### config.mk
export PLATFORM = sky130hd
export DESIGN_NAME = nonce_sweeper_flat
export DESIGN_NICKNAME = d
export VERILOG_FILES = /design/src/rtl/nonce_sweeper_if.sv /design/src/rtl/nonce_sweeper.sv /design/src/flat_wrapper.sv
export SDC_FILE = /design/constraint.sdc
export NUM_CORES = 2
export LEC_CHECK = 0
export ABC_AREA = 1
export BUFFER_PORTS_ARGS = -buffer_cell sky130_fd_sc_hd__buf_2
export CAP_MARGIN = 20
export CORE_AREA = 5 5 347 349
export DETAILED_ROUTE_END_ITERATION = 7
export DIE_AREA = 0 0 352 354
export PLACE_DENSITY = 0.56
export SLEW_MARGIN = 0
export SYNTH_ARGS = -nofsm -noshare
export SYNTH_HDL_FRONTEND = slang
export SYNTH_SLANG_ARGS = --single-unit
### constraint.sdc
create_clock -name clk -period 44.3 [get_ports clk]
set_input_delay 6.645 -clock clk [delete_from_list [all_inputs] [get_ports clk]]
set_output_delay 6.645 -clock clk [all_outputs]
set_load 0.02 [all_outputs]
### src/rtl/nonce_sweeper_if.sv
// nonce_sweeper_if: host control, hash-core and result handshakes for nonce_sweeper
interface nonce_sweeper_if #(
  parameter int NONCE_W = 32,
  parameter int HASH_W  = 256
);
  logic               start;
  logic               abort;
  logic [NONCE_W-1:0] nonce_start;
  logic [NONCE_W-1:0] nonce_end;
  logic [HASH_W-1:0]  target;
  logic               core_valid;
  logic [NONCE_W-1:0] core_nonce;
  logic               core_ready;
  logic               hash_valid;
  logic [HASH_W-1:0]  hash_in;
  logic               result_valid;
  logic [NONCE_W-1:0] result_nonce;
  logic [HASH_W-1:0]  result_hash;
  logic               result_ack;
  logic               busy;
  logic               found;
  logic               done;
  modport master (
    output start, abort, nonce_start, nonce_end, target, core_ready, hash_valid, hash_in, result_ack,
    input  core_valid, core_nonce, result_valid, result_nonce, result_hash, busy, found, done
  );
  modport slave (
    input  start, abort, nonce_start, nonce_end, target, core_ready, hash_valid, hash_in, result_ack,
    output core_valid, core_nonce, result_valid, result_nonce, result_hash, busy, found, done
  );
endinterface

### src/rtl/nonce_sweeper.sv
// nonce_sweeper: sweeps a nonce range through a hash core and reports every hash <= target
module nonce_sweeper #(
  parameter int NONCE_W = 32,
  parameter int HASH_W  = 256
) (
  input logic            clk,
  input logic            rst,
  nonce_sweeper_if.slave bus
);
  typedef enum logic [2:0] {IDLE, ISSUE, WAIT, CHECK, REPORT, DONE} state_t;
  state_t             state;
  logic [NONCE_W-1:0] cur;
  logic [NONCE_W-1:0] last;
  logic [NONCE_W-1:0] nxt;
  logic [HASH_W-1:0]  tgt;
  logic [HASH_W-1:0]  hash;
  logic               at_end;
  always_comb begin
    nxt    = cur + 1'b1;
    at_end = cur == last;
  end
  always_ff @(posedge clk or posedge rst) begin
    if (rst) begin
      state            <= IDLE;
      cur              <= '0;
      last             <= '0;
      tgt              <= '0;
      hash             <= '0;
      bus.core_valid   <= 1'b0;
      bus.core_nonce   <= '0;
      bus.result_valid <= 1'b0;
      bus.result_nonce <= '0;
      bus.result_hash  <= '0;
      bus.busy         <= 1'b0;
      bus.found        <= 1'b0;
      bus.done         <= 1'b0;
    end else begin
      bus.done <= 1'b0;
      if (state != IDLE && bus.abort) begin
        state            <= IDLE;
        bus.core_valid   <= 1'b0;
        bus.result_valid <= 1'b0;
        bus.busy         <= 1'b0;
      end else begin
        case (state)
          IDLE: if (bus.start && !bus.abort) begin
            state          <= ISSUE;
            cur            <= bus.nonce_start;
            last           <= bus.nonce_end;
            tgt            <= bus.target;
            bus.found      <= 1'b0;
            bus.busy       <= 1'b1;
            bus.core_valid <= 1'b1;
            bus.core_nonce <= bus.nonce_start;
          end
          ISSUE: if (bus.core_ready) begin
            state          <= WAIT;
            bus.core_valid <= 1'b0;
          end
          WAIT: if (bus.hash_valid) begin
            state <= CHECK;
            hash  <= bus.hash_in;
          end
          CHECK: if (hash <= tgt) begin
            state            <= REPORT;
            bus.result_valid <= 1'b1;
            bus.result_nonce <= cur;
            bus.result_hash  <= hash;
            bus.found        <= 1'b1;
          end else if (at_end) begin
            state    <= DONE;
            bus.done <= 1'b1;
          end else begin
            state          <= ISSUE;
            cur            <= nxt;
            bus.core_valid <= 1'b1;
            bus.core_nonce <= nxt;
          end
          REPORT: if (bus.result_ack) begin
            bus.result_valid <= 1'b0;
            state            <= at_end ? DONE : ISSUE;
            bus.done         <= at_end;
            bus.core_valid   <= !at_end;
            cur              <= at_end ? cur : nxt;
            bus.core_nonce   <= at_end ? bus.core_nonce : nxt;
          end
          DONE: begin
            state    <= IDLE;
            bus.busy <= 1'b0;
          end
          default: state <= IDLE;
        endcase
      end
    end
  end
endmodule

### src/flat_wrapper.sv
// flat-port wrapper written by rule: the top's interface ports become plain ports
module nonce_sweeper_flat 
#(
  parameter int NONCE_W = 32,
  parameter int HASH_W  = 256
)
  (clk, rst, bus_start, bus_abort, bus_nonce_start, bus_nonce_end, bus_target, bus_core_ready, bus_hash_valid, bus_hash_in, bus_result_ack, bus_core_valid, bus_core_nonce, bus_result_valid, bus_result_nonce, bus_result_hash, bus_busy, bus_found, bus_done);
  nonce_sweeper_if #(.NONCE_W(NONCE_W), .HASH_W(HASH_W)) bus_i ();
  input logic clk;
  input logic rst;
  input wire logic [$bits(bus_i.start)-1:0] bus_start;
  input wire logic [$bits(bus_i.abort)-1:0] bus_abort;
  input wire logic [$bits(bus_i.nonce_start)-1:0] bus_nonce_start;
  input wire logic [$bits(bus_i.nonce_end)-1:0] bus_nonce_end;
  input wire logic [$bits(bus_i.target)-1:0] bus_target;
  input wire logic [$bits(bus_i.core_ready)-1:0] bus_core_ready;
  input wire logic [$bits(bus_i.hash_valid)-1:0] bus_hash_valid;
  input wire logic [$bits(bus_i.hash_in)-1:0] bus_hash_in;
  input wire logic [$bits(bus_i.result_ack)-1:0] bus_result_ack;
  output wire logic [$bits(bus_i.core_valid)-1:0] bus_core_valid;
  output wire logic [$bits(bus_i.core_nonce)-1:0] bus_core_nonce;
  output wire logic [$bits(bus_i.result_valid)-1:0] bus_result_valid;
  output wire logic [$bits(bus_i.result_nonce)-1:0] bus_result_nonce;
  output wire logic [$bits(bus_i.result_hash)-1:0] bus_result_hash;
  output wire logic [$bits(bus_i.busy)-1:0] bus_busy;
  output wire logic [$bits(bus_i.found)-1:0] bus_found;
  output wire logic [$bits(bus_i.done)-1:0] bus_done;
  assign bus_i.start = bus_start;
  assign bus_i.abort = bus_abort;
  assign bus_i.nonce_start = bus_nonce_start;
  assign bus_i.nonce_end = bus_nonce_end;
  assign bus_i.target = bus_target;
  assign bus_i.core_ready = bus_core_ready;
  assign bus_i.hash_valid = bus_hash_valid;
  assign bus_i.hash_in = bus_hash_in;
  assign bus_i.result_ack = bus_result_ack;
  assign bus_core_valid = bus_i.core_valid;
  assign bus_core_nonce = bus_i.core_nonce;
  assign bus_result_valid = bus_i.result_valid;
  assign bus_result_nonce = bus_i.result_nonce;
  assign bus_result_hash = bus_i.result_hash;
  assign bus_busy = bus_i.busy;
  assign bus_found = bus_i.found;
  assign bus_done = bus_i.done;
  nonce_sweeper #(.NONCE_W(NONCE_W), .HASH_W(HASH_W)) u_core (.clk(clk), .rst(rst), .bus(bus_i));
endmodule
# Yosys cells after proc, flatten, opt, wreduce, memory -nomap -nowiden

Cells that the tools add are included.

Add/sub/neg operators: 1
$lt $le $gt $ge: 1
Equal/unequal tests: 17
Mux-type cells: 37
Bitwise logic cells: 1
Reduce and logical (&&, ||, !) cells: 20

Operators by type and width:

| kind                                                | number |
|---|---|
| less-or-equal comparator 256 bit                    | 1 |
| 2-to-1 mux 32 bit                                   | 7 |
| one-hot mux 32 bit (3 select lines)                 | 2 |
| adder 32 x 1 -> 32 bit, second input constant       | 1 |
| equality test 32 bit                                | 1 |
| 2-to-1 mux 3 bit                                    | 7 |
| 2-to-1 mux 1 bit                                    | 15 |
| one-hot mux 3 bit (5 select lines)                  | 1 |
| != test 3 x 2 -> 1 bit, second input constant       | 4 |
| AND reduction 3 bit                                 | 4 |
| nonzero test 3 bit                                  | 4 |
| one-hot mux 1 bit (2 select lines)                  | 4 |
| AND reduction 4 bit                                 | 2 |
| equality test 3 x 2 -> 1 bit, second input constant | 2 |
| equality test 3 bit, second input constant          | 2 |
| != test 3 x 1 -> 1 bit, second input constant       | 2 |
| AND reduction 6 bit                                 | 1 |
| AND reduction 5 bit                                 | 1 |
| nonzero test 5 bit                                  | 1 |
| != test 2 x 1 -> 1 bit, second input constant       | 2 |
| != test 2 bit, second input constant                | 2 |
| one-hot mux 1 bit (4 select lines)                  | 1 |
| equality test 3 x 1 -> 1 bit, second input constant | 1 |
| zero test 3 bit                                     | 1 |
| 6 further kinds                                     | 8 |

Register bits: 904
Bits of input ports: 583
Output and inout bits: 325
Word-level logic and storage cells: 90

# Depth between registers and ports, before layout

Word-level depth: 5
Depth in mapped cells: 27
Mapped depth without buffers: 25

# Worst setup path before layout

OpenSTA, ideal clock, no wires.

Path kind: in2reg
Start: input bus_abort
End: register u_core.hash[10]
Library setup time: 0.125 ns
Arrival time: 7.864 ns
Data required time: 44.175 ns
Slack: 36.311 ns
Cell stages on the path: 5
Buffers on the path: 2
Cell sequence: inv_1 nand3_1 buf_1 clkbuf_1 mux2_2

Cells in the longest elaborated chain, start to end: 3

RTL lines:

| element                       | line                | source |
|---|---|---|
| from (decl)                   | flat_wrapper.sv:12  | `input wire logic [$bits(bus_i.abort)-1:0] bus_abort;` |
| logical AND 1 bit             | nonce_sweeper.sv:39 | `if (state != IDLE && bus.abort) begin` |
| NOT 1 bit (no line)           | n/a                 |  |
| AND reduction 3 bit (no line) | n/a                 |  |
| to (signal assigned)          | nonce_sweeper.sv:62 | `hash <= bus.hash_in;` |
| to (decl)                     | nonce_sweeper.sv:16 | `logic [HASH_W-1:0] hash;` |

No other way between the ends.
A chain may end at the register's enable or synchronous reset.

# Worst setup path after layout

Start: input bus_abort
End: register u_core.bus.result_hash[197]

Cells in the longest elaborated chain, start to end: 3

RTL lines:

| element                       | line                   | source |
|---|---|---|
| logical AND 1 bit             | nonce_sweeper.sv:39    |  |
| NOT 1 bit (no line)           | n/a                    |  |
| AND reduction 3 bit (no line) | n/a                    |  |
| to (signal assigned)          | nonce_sweeper.sv:68    | `bus.result_hash <= hash;` |
| to (decl)                     | nonce_sweeper_if.sv:29 | `output core_valid, core_nonce, result_valid, result_nonce, result_hash, busy, found, done` |

No other way between the ends.

==> summary.md <==
The run finished with clean final reports. In this run, CTS created clock tree buffers numbering 98. In the final design database the tool counted 5923 nets. The number of optimization iterations in the first detailed-route pass was 6; the number of buffers inserted by post-CTS setup repair was 0. Entering global routing, the biggest net connects 222 pins.

The logs give 22.7% for the clock group share of total power and 0 for the number of pins exceeding their max-slew limit in the final report. Summed over all nets, the switching power comes to 0.00151 W. During placement, the flow inserted port buffers numbering 907. The synthesis-to-layout area growth works out to 23.3%.

The area of the multi-input gates was 0.0162 mm^2. Each instance of the synthesized netlist takes up on average 9.51 um^2. Largest vdd supply drop: 0.0376 mV. Clock tree synthesis selected as its root buffer the cell clkbuf_16. The share of the clock period used by the worst path is 21.3%, and the warning count from the yosys run is 0.

After synthesis the cells add up to 0.0402 mm^2. Setup violations remaining at the end of the flow were counted as 0. The routed design could run at a clock period as short as 9450 ps.

Of the synthesized area, sequential elements account for 54.3%. In this run the worst setup path terminates at u_core.bus.result_hash[197]. The worst register-to-register path ends at u_core.bus.result_hash[197]. The tools report the number of instances in the synthesized netlist as 4228. The initial antenna violation count was 85; the power density relative to cell area was 75.2 mW/mm^2. The congestion estimate from routability-driven global placement came to 0.891. Origin of the worst setup path: bus_abort. The accumulated negative setup slack is 0 ps, and the number of nets with antenna violations after detailed routing is 0. The worst setup path is launched from an input pin. Across all layers, the routed design uses 32200 vias.

The insertion delay of the later-clocked pin in the worst-skew pair came out at 690 ps. The CTS H-tree depth is 3. The initial core utilization is 34.3%.

The library cell used most frequently in the layout, excluding fill and tap cells, is nand2_1. After detailed routing, the number of remaining DRC violations is 0. The top cell types in the final layout, fill and taps aside, are nand2_1, buf_2, dfrtp_1.

The worst pin sits at a relative slew slack of 25.8%. Cell depth of the worst flop-to-flop path: 17. Sequential cells burn 39.6% of the power.

Based on the critical path, the design can be clocked at up to 106 MHz. Number of max-capacitance violations reported: 0. The standby leakage power came out at 27.1 nW.

TritonCTS built the clock tree. The critical path is of the in2reg type. For the final standard cell count with taps included and fillers excluded, the log shows 6753. Area of all sequential standard cells: 0.0218 mm^2. The number of instances in the placed design came out at 6517. After synthesis, the cell types taking the most area are dfrtp_1, nand2_1, ha_1. STA classifies the critical path endpoint as a register. The run gives 101000 um as the post-DP HPWL.

The synthesized design contains 872 register bits. The tools report the total congestion overflow after global routing as 0. For the area of the core, the log shows 0.117 mm^2. The per-cell via count in the routed design is 4.77, and the worst clock skew is 29.2 ps.

The min-delay analysis places its worst path in the category reg2reg. After detailed routing, the average wire length per cell comes to 20.0 um. For the arrival time of the worst setup path, the log shows 10050 ps. The biggest area contributor in the post-synthesis netlist is dfrtp_1. The area fraction of the dominant cell type after synthesis is 54.3%, and the highest net fanout along the worst path is 158. Gates resized during post-CTS repair numbered 0. Total die area: 0.125 mm^2. After clock tree synthesis, the clock-pin slew on the worst setup and hold paths is 60 ps. In this run the most critical hold path is launched from u_core.bus.result_hash[94]. The overall fraction of global-route tracks in use was 21.1%; the number of cell rows was 126. In this run, the number of DRC markers left after iteration 0 of detailed routing was 2111. The startpoint of the most critical register-to-register path was u_core.hash[191].

The synthesized net count was 5068. The fraction of final layout cells with drive strength greater than 1 works out to 26.8%. The longest clock path from root to sink contains 3 buffers. Post-cts hold buffer count: 0. From left edge to right edge, the die measures 352 um. At the pin with the least slew margin, the transition time is 1110 ps. The post-detailed-routing wire length came out at 135000 um.

For this design, the sink count on the clock tree is 872. The overall die height came out at 354 um. The final number of hold-violating endpoints came out at 0. Setup repair after global routing left no endpoint under its margin. The number of global-route vias before repair is 32300, and the worst endpoint required time is 44900 ps. After synthesis, the netlist uses 41 different library cells. The first global-routing pass estimated 202000 um of wire. The run gives 0.00222 W as the internal cell power. The final-layout fill cell count was 11600; the number of top-level pins was 908.

The share of total power dissipated in combinational logic is 37.7%. Worst reg-to-reg setup slack: 38600 ps. Net switching is 40.4% of the power.
-- flip-flops by register name, indices dropped and copies added, names as in the netlist --
name                     cells
u_core.bus.result_nonce     32
u_core.bus.done              1
u_core.state                 3
u_core.bus.result_hash     256
u_core.bus.core_valid        1
u_core.last                 32
u_core.tgt                 256
u_core.bus.busy              1
u_core.hash                256
u_core.bus.result_valid      1
u_core.bus.core_nonce       32
u_core.bus.found             1
-- per-layer routing --
layer	global-route usage, %	routed length [um]	up-vias	share of wire [%]
li1	-	-	15500	-
met1	26.3	56300	15500	42
met2	34.4	63900	936	47
met3	6.50	10100	254	7.5
met4	8.14	4680	38	3.5
met5	0	219	-	0.16
-- logic make-up (layout without fill, tap and decap cells) --
family / Yosys count / in the layout / synth area share [%]
compound gates: 530 / 530 / 6.84
xor+xnor: 36 / 36 / 0.784
fa+ha+maj: 257 / 257 / 8.00
buf+inv: 543 / 1474 / 5.64
flops: 872 / 872 / 54.3
mux: 274 / 274 / 7.67
other cells: 0 / 58 / 0
simple gates: 1716 / 1716 / 16.8
-- how the worst min path moves through the flow --
stage / cells after the start / to
6_report: 2 / u_core.bus.result_hash[94]
5_1_grt: 2 / u_core.bus.result_nonce[14]
4_1_cts: 2 / u_core.bus.result_hash[123]
3_5_place_dp: 2 / u_core.bus.result_hash[28]
3_3_place_gp: 2 / u_core.bus.found
2_1_floorplan: 2 / u_core.bus.result_hash[136]
-- layout make-up --
cell class              instances  share of cell area [%]
flip-flops and latches        872                    44.0
multi-input cells            2813                    32.6
repair buffers                934                    9.76
clock buffers                 138                    5.61
well taps                    1536                    3.87
inverters                     364                    2.79
clock inverters                38                    1.11
diodes                         58                   0.293
-- power groups by stage --
stage / registers [W] / clock network (W) / logic (W)
after floorplan: 0.00144 / 0 / 0.000790
after global placement: 0.00149 / 0 / 0.00138
after detailed placement: 0.00149 / 0 / 0.00142
after CTS: 0.00148 / 0.000866 / 0.00142
after global routing: 0.00152 / 0.000899 / 0.00160
final: 0.00148 / 0.000845 / 0.00141
-- cell usage after synthesis, drive strengths merged --
| library cell | instances |
|---|---|
| a311oi | 1 |
| nand2 | 1206 |
| o21bai | 5 |
| nor4 | 20 |
| inv | 363 |
| clkinv | 1 |
| a21o | 3 |
| and2b | 1 |
| ha | 257 |
| nor3b | 3 |
| nor2 | 366 |
| nand3 | 61 |
| o21a | 11 |
| mux2 | 274 |
| a21oi | 407 |
| and3b | 1 |
| nor3 | 21 |
| xnor2 | 3 |
| a31oi | 5 |
| nand3b | 2 |
| o21ai | 76 |
| o31ai | 7 |
| o211ai | 2 |
| buf | 69 |
| xor2 | 33 |
| nand4 | 33 |
| dfrtp | 872 |
| or2 | 2 |
| o22ai | 13 |
| clkbuf | 110 |
-- worst max-delay path, stage by stage --
cell and delay [ps]:
buf_2 120, inv_1 110, nor2_1 90, inv_1 210
nand3_4 540, clkinv_8 650, buf_4 690, buf_4 620
nand2_1 120, nand2_1 80
-- metrics by stage --
step | cell area (um^2) | setup WS, ps | total power (W) | hold WS (ps) | utilization (%)
3_5_place_dp | 46100 | 33940 | 0.00290 | 460 | 39.3
4_1_cts | 49400 | 34670 | 0.00377 | 476 | 42.2
5_1_grt | 49500 | 34550 | 0.00401 | 493 | 42.3
2_1_floorplan | 40200 | 13150 | 0.00223 | 464 | -
3_3_place_gp | 46100 | 33990 | 0.00287 | 455 | 39.3
6_report | 49600 | 34850 | 0.00373 | 475 | 42.3
(Power assumes the default switching activity.)
